--- config.mk ---
export PLATFORM = sky130hd
export DESIGN_NAME = decode_stage_flat
export DESIGN_NICKNAME = d
export VERILOG_FILES = /design/src/rtl/decode_stage_pkg.sv /design/src/rtl/decode_stage_if.sv /design/src/rtl/decode_stage_imm_gen.sv /design/src/rtl/decode_stage.sv /design/src/flat_wrapper.sv
export SDC_FILE = /design/constraint.sdc
export NUM_CORES = 1
export LEC_CHECK = 0
export BUFFER_PORTS_ARGS = -buffer_cell sky130_fd_sc_hd__buf_2
export CORE_MARGIN = 2
export CORE_UTILIZATION = 45
export CTS_CLUSTER_SIZE = 24
export DETAILED_ROUTE_END_ITERATION = 10
export PLACE_DENSITY = 0.74
export SLEW_MARGIN = 5
export SYNTH_ARGS = -nofsm -noshare
export SYNTH_HDL_FRONTEND = slang
export SYNTH_SLANG_ARGS = --single-unit
--- constraint.sdc ---
create_clock -name clk -period 4.3 [get_ports clk]
set_clock_uncertainty 0.05 [all_clocks]
set_input_delay 0.43 -clock clk [delete_from_list [all_inputs] [get_ports clk]]
set_output_delay 0.43 -clock clk [all_outputs]
set_load 0.01 [all_outputs]
--- src/rtl/decode_stage_pkg.sv ---
// Shared RV32 decode types: opcodes, EX config codes, immediate selectors and the ID->EX bundle.
// Branches use the standard BRANCH opcode; funct3 000 is beq and 001 is bne. A plain jump is jal with rd=x0.
package decode_stage_pkg;

  localparam int PC_W    = 32;
  localparam int INSTR_W = 32;
  localparam int DATA_W  = 32;
  localparam int RA_W    = 5;

  localparam logic [6:0] RTYPE_OP  = 7'b0110011;
  localparam logic [6:0] ITYPE_OP  = 7'b0010011;
  localparam logic [6:0] LDTYPE_OP = 7'b0000011;
  localparam logic [6:0] BRANCH_OP = 7'b1100011;
  localparam logic [6:0] JAL_OP    = 7'b1101111;
  localparam logic [6:0] CSTYPE_OP = 7'b1110011;

  localparam logic [2:0] BEQ_F3 = 3'b000;
  localparam logic [2:0] BNE_F3 = 3'b001;
  localparam logic [6:0] F7_BASE = 7'b0000000;
  localparam logic [6:0] F7_ALT  = 7'b0100000;

  typedef enum logic [2:0] {
    ADD_CONF = 3'd0,
    SUB_CONF = 3'd1,
    SLL_CONF = 3'd2,
    XOR_CONF = 3'd3,
    SRL_CONF = 3'd4,
    SRA_CONF = 3'd5,
    OR_CONF  = 3'd6,
    AND_CONF = 3'd7
  } iexu_conf_t;

  typedef enum logic [2:0] {IMM_I, IMM_SH, IMM_B, IMM_J, IMM_NONE} imm_sel_t;

  typedef struct packed {
    logic [PC_W-1:0]   pc;
    logic [RA_W-1:0]   rs1;
    logic [RA_W-1:0]   rs2;
    logic [RA_W-1:0]   rd;
    logic [DATA_W-1:0] imm;
    iexu_conf_t        conf;
    logic              use_imm;
    logic              reg_write;
    logic              is_load;
    logic              is_branch;
    logic              is_jump;
    logic              is_system;
    logic              illegal;
  } id_bundle_t;

  // All-zero bundle; ADD_CONF encodes as 0 so this is also the reset config.
  localparam id_bundle_t BUNDLE_RST = '0;

  function automatic iexu_conf_t f3_conf(input logic [2:0] f3, input logic alt);
    iexu_conf_t c;
    c = ADD_CONF;
    case (f3)
      3'b000:  c = alt ? SUB_CONF : ADD_CONF;
      3'b001:  c = SLL_CONF;
      3'b100:  c = XOR_CONF;
      3'b101:  c = alt ? SRA_CONF : SRL_CONF;
      3'b110:  c = OR_CONF;
      3'b111:  c = AND_CONF;
      default: c = ADD_CONF;
    endcase
    return c;
  endfunction

endpackage

--- src/rtl/decode_stage_if.sv ---
// Fetch->ID and ID->EX handshakes. slave is the decode stage, master is the surrounding pipeline.
interface decode_stage_if;
  import decode_stage_pkg::*;

  logic                in_valid;
  logic                in_ready;
  logic [INSTR_W-1:0]  in_instr;
  logic [PC_W-1:0]     in_pc;
  logic                out_valid;
  logic                out_ready;
  id_bundle_t          out_bundle;

  modport slave (
    input  in_valid, in_instr, in_pc, out_ready,
    output in_ready, out_valid, out_bundle
  );

  modport master (
    output in_valid, in_instr, in_pc, out_ready,
    input  in_ready, out_valid, out_bundle
  );
endinterface

--- src/rtl/decode_stage_imm_gen.sv ---
// Immediate generator: combinational, zero latency, no flow control.
// Shift amounts are zero-extended; every other immediate is sign-extended from instr[31].
module imm_gen
  import decode_stage_pkg::*;
(
  input  logic [INSTR_W-1:0] instr,
  input  imm_sel_t           sel,
  output logic [DATA_W-1:0]  imm
);

  logic unused_opc;
  assign unused_opc = ^instr[6:0];

  always_comb begin
    imm = '0;
    case (sel)
      IMM_I:   imm = {{(DATA_W-12){instr[31]}}, instr[31:20]};
      IMM_SH:  imm = {{(DATA_W-5){1'b0}}, instr[24:20]};
      IMM_B:   imm = {{(DATA_W-13){instr[31]}}, instr[31], instr[7], instr[30:25], instr[11:8], 1'b0};
      IMM_J:   imm = {{(DATA_W-21){instr[31]}}, instr[31], instr[19:12], instr[20], instr[30:21], 1'b0};
      default: imm = '0;
    endcase
  end

endmodule

--- src/rtl/decode_stage.sv ---
// RV32 instruction decode stage: one pipeline register, 1-cycle latency.
// in_ready drops while a bundle is held and out_ready is low; flush kills held and incoming work.
module decode_stage
  import decode_stage_pkg::*;
(
  input  logic          clk,
  input  logic          rst_n,
  input  logic          flush,
  decode_stage_if.slave io
);

  logic [6:0]      opc;
  logic [2:0]      f3;
  logic [6:0]      f7;
  logic [RA_W-1:0] rs1_f, rs2_f, rd_f;
  logic            shift_op;
  logic            alu_f3_ok;
  logic            wr_req;
  imm_sel_t        imm_sel;
  logic [DATA_W-1:0] imm;
  id_bundle_t      dec, dec_nxt, bundle_q;
  logic            valid_q;
  logic            xfer;

  assign opc   = io.in_instr[6:0];
  assign f3    = io.in_instr[14:12];
  assign f7    = io.in_instr[31:25];
  assign rs1_f = io.in_instr[19:15];
  assign rs2_f = io.in_instr[24:20];
  assign rd_f  = io.in_instr[11:7];

  assign shift_op  = (f3 == 3'b001) || (f3 == 3'b101);
  assign alu_f3_ok = (f3 != 3'b010) && (f3 != 3'b011);

  imm_gen u_imm_gen (
    .instr (io.in_instr),
    .sel   (imm_sel),
    .imm   (imm)
  );

  always_comb begin
    dec     = BUNDLE_RST;
    imm_sel = IMM_NONE;
    wr_req  = 1'b0;
    case (opc)
      RTYPE_OP: begin
        if (alu_f3_ok && (f7 == F7_BASE ||
            (f7 == F7_ALT && (f3 == 3'b000 || f3 == 3'b101)))) begin
          dec.conf = f3_conf(f3, f7[5]);
          dec.rs1  = rs1_f;
          dec.rs2  = rs2_f;
          wr_req   = 1'b1;
        end else begin
          dec.illegal = 1'b1;
        end
      end
      ITYPE_OP: begin
        // imm[11:5] only qualifies shifts; addi with a negative imm must not turn into sub
        if (alu_f3_ok && (!shift_op || f7 == F7_BASE ||
            (f7 == F7_ALT && f3 == 3'b101))) begin
          dec.conf    = f3_conf(f3, shift_op & f7[5]);
          dec.rs1     = rs1_f;
          dec.use_imm = 1'b1;
          imm_sel     = shift_op ? IMM_SH : IMM_I;
          wr_req      = 1'b1;
        end else begin
          dec.illegal = 1'b1;
        end
      end
      LDTYPE_OP: begin
        dec.rs1     = rs1_f;
        dec.use_imm = 1'b1;
        dec.is_load = 1'b1;
        imm_sel     = IMM_I;
        wr_req      = 1'b1;
      end
      BRANCH_OP: begin
        if (f3 == BEQ_F3 || f3 == BNE_F3) begin
          dec.conf      = SUB_CONF;
          dec.rs1       = rs1_f;
          dec.rs2       = rs2_f;
          dec.is_branch = 1'b1;
          imm_sel       = IMM_B;
        end else begin
          dec.illegal = 1'b1;
        end
      end
      JAL_OP: begin
        dec.is_jump = 1'b1;
        imm_sel     = IMM_J;
        wr_req      = 1'b1;
      end
      CSTYPE_OP: begin
        dec.rs1       = rs1_f;
        dec.is_system = 1'b1;
        imm_sel       = IMM_I;
        wr_req        = 1'b1;
      end
      default: dec.illegal = 1'b1;
    endcase
    // Writes to x0 are architecturally dropped, so they never reach writeback
    if (wr_req && rd_f != '0) begin
      dec.reg_write = 1'b1;
      dec.rd        = rd_f;
    end
  end

  always_comb begin
    dec_nxt     = dec;
    dec_nxt.pc  = io.in_pc;
    dec_nxt.imm = imm;
  end

  assign io.in_ready = !valid_q || io.out_ready;
  assign xfer        = io.in_valid && io.in_ready;

  always_ff @(posedge clk or negedge rst_n) begin
    if (!rst_n) begin
      valid_q  <= 1'b0;
      bundle_q <= BUNDLE_RST;
    end else begin
      if (flush)
        valid_q <= 1'b0;
      else if (xfer)
        valid_q <= 1'b1;
      else if (io.out_ready)
        valid_q <= 1'b0;
      if (xfer && !flush)
        bundle_q <= dec_nxt;
    end
  end

  assign io.out_valid  = valid_q;
  assign io.out_bundle = bundle_q;

endmodule

--- src/flat_wrapper.sv ---
// flat-port wrapper written by rule: the top's interface ports become plain ports
module decode_stage_flat import decode_stage_pkg::*;
  (clk, rst_n, flush, io_in_valid, io_in_instr, io_in_pc, io_out_ready, io_in_ready, io_out_valid, io_out_bundle);
  decode_stage_if io_i ();
  input  logic clk;
  input  logic rst_n;
  input  logic flush;
  input wire logic [$bits(io_i.in_valid)-1:0] io_in_valid;
  input wire logic [$bits(io_i.in_instr)-1:0] io_in_instr;
  input wire logic [$bits(io_i.in_pc)-1:0] io_in_pc;
  input wire logic [$bits(io_i.out_ready)-1:0] io_out_ready;
  output wire logic [$bits(io_i.in_ready)-1:0] io_in_ready;
  output wire logic [$bits(io_i.out_valid)-1:0] io_out_valid;
  output wire logic [$bits(io_i.out_bundle)-1:0] io_out_bundle;
  assign io_i.in_valid = io_in_valid;
  assign io_i.in_instr = io_in_instr;
  assign io_i.in_pc = io_in_pc;
  assign io_i.out_ready = io_out_ready;
  assign io_in_ready = io_i.in_ready;
  assign io_out_valid = io_i.out_valid;
  assign io_out_bundle = io_i.out_bundle;
  decode_stage u_core (.clk(clk), .rst_n(rst_n), .flush(flush), .io(io_i));
endmodule
== Word level (Yosys, flattened, before mapping) ==
Index checks and enable logic that the tools add are counted.
Word-level totals
  register bits: 90
  input bits: 69
  output and inout port bits: 91
  word-level logic and storage cells: 95
Cells by class
  equal/unequal tests: 17
  mux-type cells: 38
  bitwise logic cells: 1
  reductions and logical operators: 25
Operators by type and width (number)
  32-bit case mux with 4 select lines: 1
  3-bit case mux with 6 select lines: 2
  7-bit == test, second input constant: 3
  1-bit 2-to-1 mux: 20
  10-bit 2-to-1 mux: 2
  5-bit case mux with 4 select lines: 1
  7-bit by 6-bit == test with 1-bit output, second input constant: 2
  3-bit == test, second input constant: 4
  3-bit case mux with 4 select lines: 1
  5-bit 2-to-1 mux: 2
  5-bit case mux with 2 select lines: 1
  3-bit 2-to-1 mux: 3
  3-bit case mux with 3 select lines: 1
  1-bit logical AND: 8
  7-bit by 2-bit == test with 1-bit output, second input constant: 1
  7-bit by 5-bit == test with 1-bit output, second input constant: 1
  7-bit logical NOT: 1
  1-bit logical OR: 7
  3-bit by 1-bit == test with 1-bit output, second input constant: 2
  3-bit by 2-bit == test with 1-bit output, second input constant: 2
  3-bit logical NOT: 2
  3-bit by 2-bit != test with 1-bit output, second input constant: 2
  5-bit nonzero test: 1
  4-bit 2-to-1 mux: 1
  other kinds (8): 10

== Logic depth before layout (Yosys ltp) ==
  depth after elaboration: 10
  mapped depth: 7

== Modules after synthesis ==
A second synthesis with hierarchy kept.
Second synthesis, totals
  cell total of the unflattened synthesis: 488
  area total of the unflattened synthesis: 4161.5 um2
By module, submodules not included
  decode_stage: instances 1, cells each 432, area each 3814.9 um2, sequential area each 2252.2 um2
  imm_gen: instances 1, cells each 56, area each 346.6 um2, sequential area each 0.0 um2

== Least setup slack after synthesis ==
No wires, ideal clock.
  kind: input to register
  start point: input port io_in_instr[14]
  end point: register u_core.bundle_q, in the netlist u_core.io.out_bundle[16]
  setup time: 0.121 ns
  arrival time: 1.739 ns
  data required time: 4.129 ns
  path slack: 2.390 ns
  stages: 7
  path through: buf_6 > or4b_1 > o22ai_1 > a22o_4 > nor3_2 > buf_6 > a22o_2
Between the ends
  longest elaborated chain between the ends: 10
  elaborated cells between the ends (all ways): 22
  classes of those cells: eq/ne: 7; mux: 5; reduce/logical: 10
Ends and longest elaborated chain
  from (decl): line flat_wrapper.sv:9  | input wire logic [$bits(io_i.in_instr)-1:0] io_in_instr;
  3-bit by 1-bit == test with 1-bit output / 3-bit == test (equally long branches): line decode_stage.sv:32, decode_stage.sv:78, decode_stage.sv:60
  1-bit logical OR: line decode_stage.sv:32  | assign shift_op = (f3 == 3'b001) || (f3 == 3'b101);
  1-bit logical NOT: line decode_stage.sv:59  | if (alu_f3_ok && (!shift_op || f7 == F7_BASE ||
  1-bit logical OR (2 in a row): line decode_stage.sv:59
  1-bit logical AND: line decode_stage.sv:59
  3-bit 2-to-1 mux: line decode_stage.sv:59
  3-bit case mux with 4 select lines *: line decode_stage.sv:45  | case (opc)
  3-bit by 2-bit == test with 1-bit output (tied with other cells): line decode_stage_imm_gen.sv:16  | case (sel)
  32-bit case mux with 4 select lines *: line decode_stage_imm_gen.sv:16
  to (signal assigned): line decode_stage.sv:129  | bundle_q <= dec_nxt;
  to (decl): line decode_stage.sv:21  | id_bundle_t dec, dec_nxt, bundle_q;
Mark *: on every way between the ends. The rest lies on a longest branch, timed or not.
A chain may end at the register's enable or synchronous reset.

== Worst setup path in the final report ==
  start point: register u_core.valid_q (netlist: u_core.io.out_valid)
  end point: register u_core.bundle_q, in the netlist u_core.io.out_bundle[44]
Between the ends
  longest elaborated chain between the ends: 4
Ends and longest elaborated chain
  from (decl): line decode_stage.sv:22  | logic valid_q;
  from (signal assigned): line decode_stage.sv:119  | valid_q <= 1'b0;
  from (signal assigned): line decode_stage.sv:123  | valid_q <= 1'b0;
  from (signal assigned): line decode_stage.sv:125  | valid_q <= 1'b1;
  1-bit logical NOT: line decode_stage.sv:114  | assign io.in_ready = !valid_q || io.out_ready;
  1-bit logical OR: line decode_stage.sv:114
  1-bit logical AND: line decode_stage.sv:115  | assign xfer = io.in_valid && io.in_ready;
  1-bit logical AND: line decode_stage.sv:128  | if (xfer && !flush)
No other way between the ends.

==> results by group <==
Placement
  • PortBufs: approximately 160
  • GP Congestion: about 0.82
  • DP HPWL: ~6500 um
  • Post-Place Cells: slightly above 600
  • Placed cell area: between 4000 and 5000 um^2

Critical path
  • Startpoint class of the critical path: flop
  • Worst-path cell chain: nor2b_1 > nor3b_2 > buf_4 > nand2_1 > a211oi_1 > a21oi_1
  • Setup crit end kind: flop
  • Critical path's largest stage delay: slightly below 0.7 ns
  • Critical path arrival: between 2 and 2.5 ns
  • Crit-path slowest cell: a211oi_1
  • Req. time, crit path: between 4 and 5 ns
  • Type of the worst setup path: reg2reg
  • CP Max Fanout: 59

Yosys
  • Yosys warns: 0
  • Commonest cells in the netlist: nand2_1 (151), dfrtp_1 (79), nor2_1 (18), a22o_1 (16), a21oi_1 (13)
  • Count leader, synth: nand2_1
  • Top cells by area, synth: dfrtp_1 (55%), nand2_1 (16%), a22o_1 (3.9%)
  • Main synth FF type: dfrtp_1
  • Synth Area in Compound Gates: 14.4%
  • Syn Std Cell Area: around 3600 um^2
  • Multiplexer share of the synthesized area: 0%
  • Simple-Gate Fraction of Synth Area: 24.4%
  • Syn Nets: between 400 and 500
  • Synthesized flop and latch total: between 70 and 80
  • Register area share after synthesis: between 50 and 60%
  • Synth Area in Adders: 0%
  • FFs w/ async S/R, synth: 100%
  • Synth top area share: between 50% and 60%
  • Dominant cell type by area after synthesis: dfrtp_1
  • Synth cell types: 45
  • Main combinational cell family by area after synthesis: simple AND/OR/NAND/NOR gates
  • Synth Area in XOR/XNOR: less than 1%
  • Number of flops mapped to enable cells by yosys: 0
  • Synthesized area per cell: approximately 9.3 um^2
  • Mapped Cells: around 390

Die
  • # rows: 32
  • Die W: 93.6 um
  • Core area: between 7000 and 8000 um^2
  • I/O pin total: 160
  • Die area: between 8000 and 9000 um^2
  • Die height: 93.6 um
  • Initial core utilization: between 40% and 50%

STA
  • Final period utilization: a little over half
  • Worst slew pin tran: 1.08 ns
  • RSZ-0062 raised after global routing: false
  • Fin. Hold Viols: 0
  • Worst slew margin: between 20% and 30%
  • FMAX: 426 MHz
  • Final setup TNS: 0 ns
  • Hold_ws: about 0.18 ns
  • Final setup vio count: 0
  • Max Slew Vio Count: 0
  • Fin crit period: around 2.3 ns

Clocking
  • CTS tree: done
  • Number of H-tree levels: 3
  • Resize count post-CTS: 0
  • Clk_lat worst skew: 0.34 ns
  • CTS clk-pin slew, worst paths: 0.08 ns
  • Post-CTS Setup Repair Bufs: 0
  • Root buf cell: clkbuf_8
  • TritonCTS buffer count: 9
  • # hold bufs at CTS: 0
  • Clock sink count: 79
  • Clk buf depth: 2

Status
  • Status: finished, final reports clean

Power
  • VDD IR max: 0.216 mV
  • Power Density: approximately 370 nW/um^2
  • LEAKAGE: about 2.5 nW

Route
  • Residual DRC: 0
  • Via count: between 3000 and 4000
  • Pre-Repair DR Iteration Count: 4
  • DRC marker count from the first detailed-route iteration: 219
  • Vias per inst: between 5 and 6
  • Post-route ant nets: 0
  • Routed len/inst: 14.5 um
  • DRT Wirelength: a little over 9000 um

Finish
  • Antenna cells: 0
  • Finished Cell Area: between 4000 and 5000 um^2
  • Syn-to-layout area delta: 26.3%
  • Post-Layout Cell Count: around 630
  • Fillers: around 700
  • Ratio of cells with drive above 1 in the final layout: between 30% and 40%
  • Nets@finish: approximately 600
  • Area of the multi-input gates: about 1400 um^2
  • Storage element area: about 2000 um^2

GRT
  • Largest net degree at the start of global routing: 80
  • Total gr overflow: 0
  • Initial antenna violation count: 0
  • Global-route wire length before repair: 14500 um
  • Total track usage: between 20% and 30%
  • Vias in the first global route: slightly below 3000

Job
  • Max cap viols: 0

Worst hold path
  • Hold Path Class: in2async
-- registers in the layout (all words and copies together), names as in the netlist --
name	cells
u_core.io.out_valid	1
u_core.io.out_bundle	78
-- where the power goes --
part | internal [W] | switching [W] | total [W]
sequential | 0.000812 | 0.0000361 | 0.000848
combinational | 0.000119 | 0.000179 | 0.000298
clock | 0.000286 | 0.000279 | 0.000565
total | 0.00122 | 0.000494 | 0.00171
-- per-stage QoR --
| stage | worst slack, ns | power (W) | util [%] |
|---|---|---|---|
| after floorplan | 2.39 | 0.00101 | - |
| after global placement | 1.88 | 0.00115 | 56.2 |
| after detailed placement | 1.84 | 0.00116 | 56.2 |
| after CTS | 1.92 | 0.00173 | 58.8 |
| after global routing | 1.67 | 0.00180 | 58.8 |
| final | 1.95 | 0.00171 | 58.8 |
-- area by class of cell --
cell class | count | area share, %
clock buffer | 10 | 3.01
multi-input combinational | 272 | 31.2
timing repair buffer | 162 | 18.0
sequential | 79 | 43.3
tap | 102 | 2.79
inverter | 3 | 0.247
clock inverter | 6 | 1.48
-- per-layer routing --
layer / vias to the layer above / part of all wire (%) / global-route usage (%)
li1: 1560 / - / -
met1: 1532 / 43 / 28.2
met2: 107 / 50 / 34.7
met3: 4 / 7.0 / 5.16
met4: 0 / 0.57 / 6.04
met5: - / 0 / 0
-- path summary, 6_finish.rpt --
check	start	end	slack [ns]	cells past startpoint
worst max-delay path	u_core.io.out_valid$_DFFE_PN0P_	u_core.io.out_bundle[44]$_DFFE_PN0P_	1.95	6
worst min-delay path	rst_n	u_core.io.out_valid$_DFFE_PN0P_	0.18	1
worst max register to register	u_core.io.out_valid$_DFFE_PN0P_	u_core.io.out_bundle[44]$_DFFE_PN0P_	1.95	6
worst min register to register	u_core.io.out_bundle[6]$_DFFE_PN0P_	u_core.io.out_bundle[6]$_DFFE_PN0P_	0.42	2
max in group asynchronous	rst_n	u_core.io.out_bundle[24]$_DFFE_PN0P_	3.36	1
min in group clk	io_in_pc[23]	u_core.io.out_bundle[80]$_DFFE_PN0P_	0.21	3
-- worst max-delay path, delay by kind of cell (launching register included) --
family	cells	cell delay (ns)
AO/OA/AOI/OAI	2	0.77
buffers and inverters	1	0.50
AND/OR/NAND/NOR	3	0.49
flip-flops	1	0.37
-- kinds of logic (layout without fill, tap and decap cells) --
group | count (synthesis) | in the layout
AO/OA/AOI/OAI | 67 | 67
XOR/XNOR | 2 | 2
flip-flops | 79 | 79
AND/OR/NAND/NOR | 203 | 203
buffers and inverters | 38 | 181
-- cells in the final DEF (no fill, tap or decap), types with 3 or more instances in the layout --
cell type / instances
a211oi_1: 3
a21oi_1: 13
a21oi_2: 8
a22o_1: 16
and3_1: 4
buf_2: 158
buf_4: 4
clkbuf_8: 10
dfrtp_1: 79
inv_1: 3
nand2_1: 151
nand3_1: 6
nand3b_1: 4
nor2_1: 18
nor3_1: 5
o21ai_0: 8
o31ai_1: 3
Note: power is estimated with default switching activity, not from simulation.
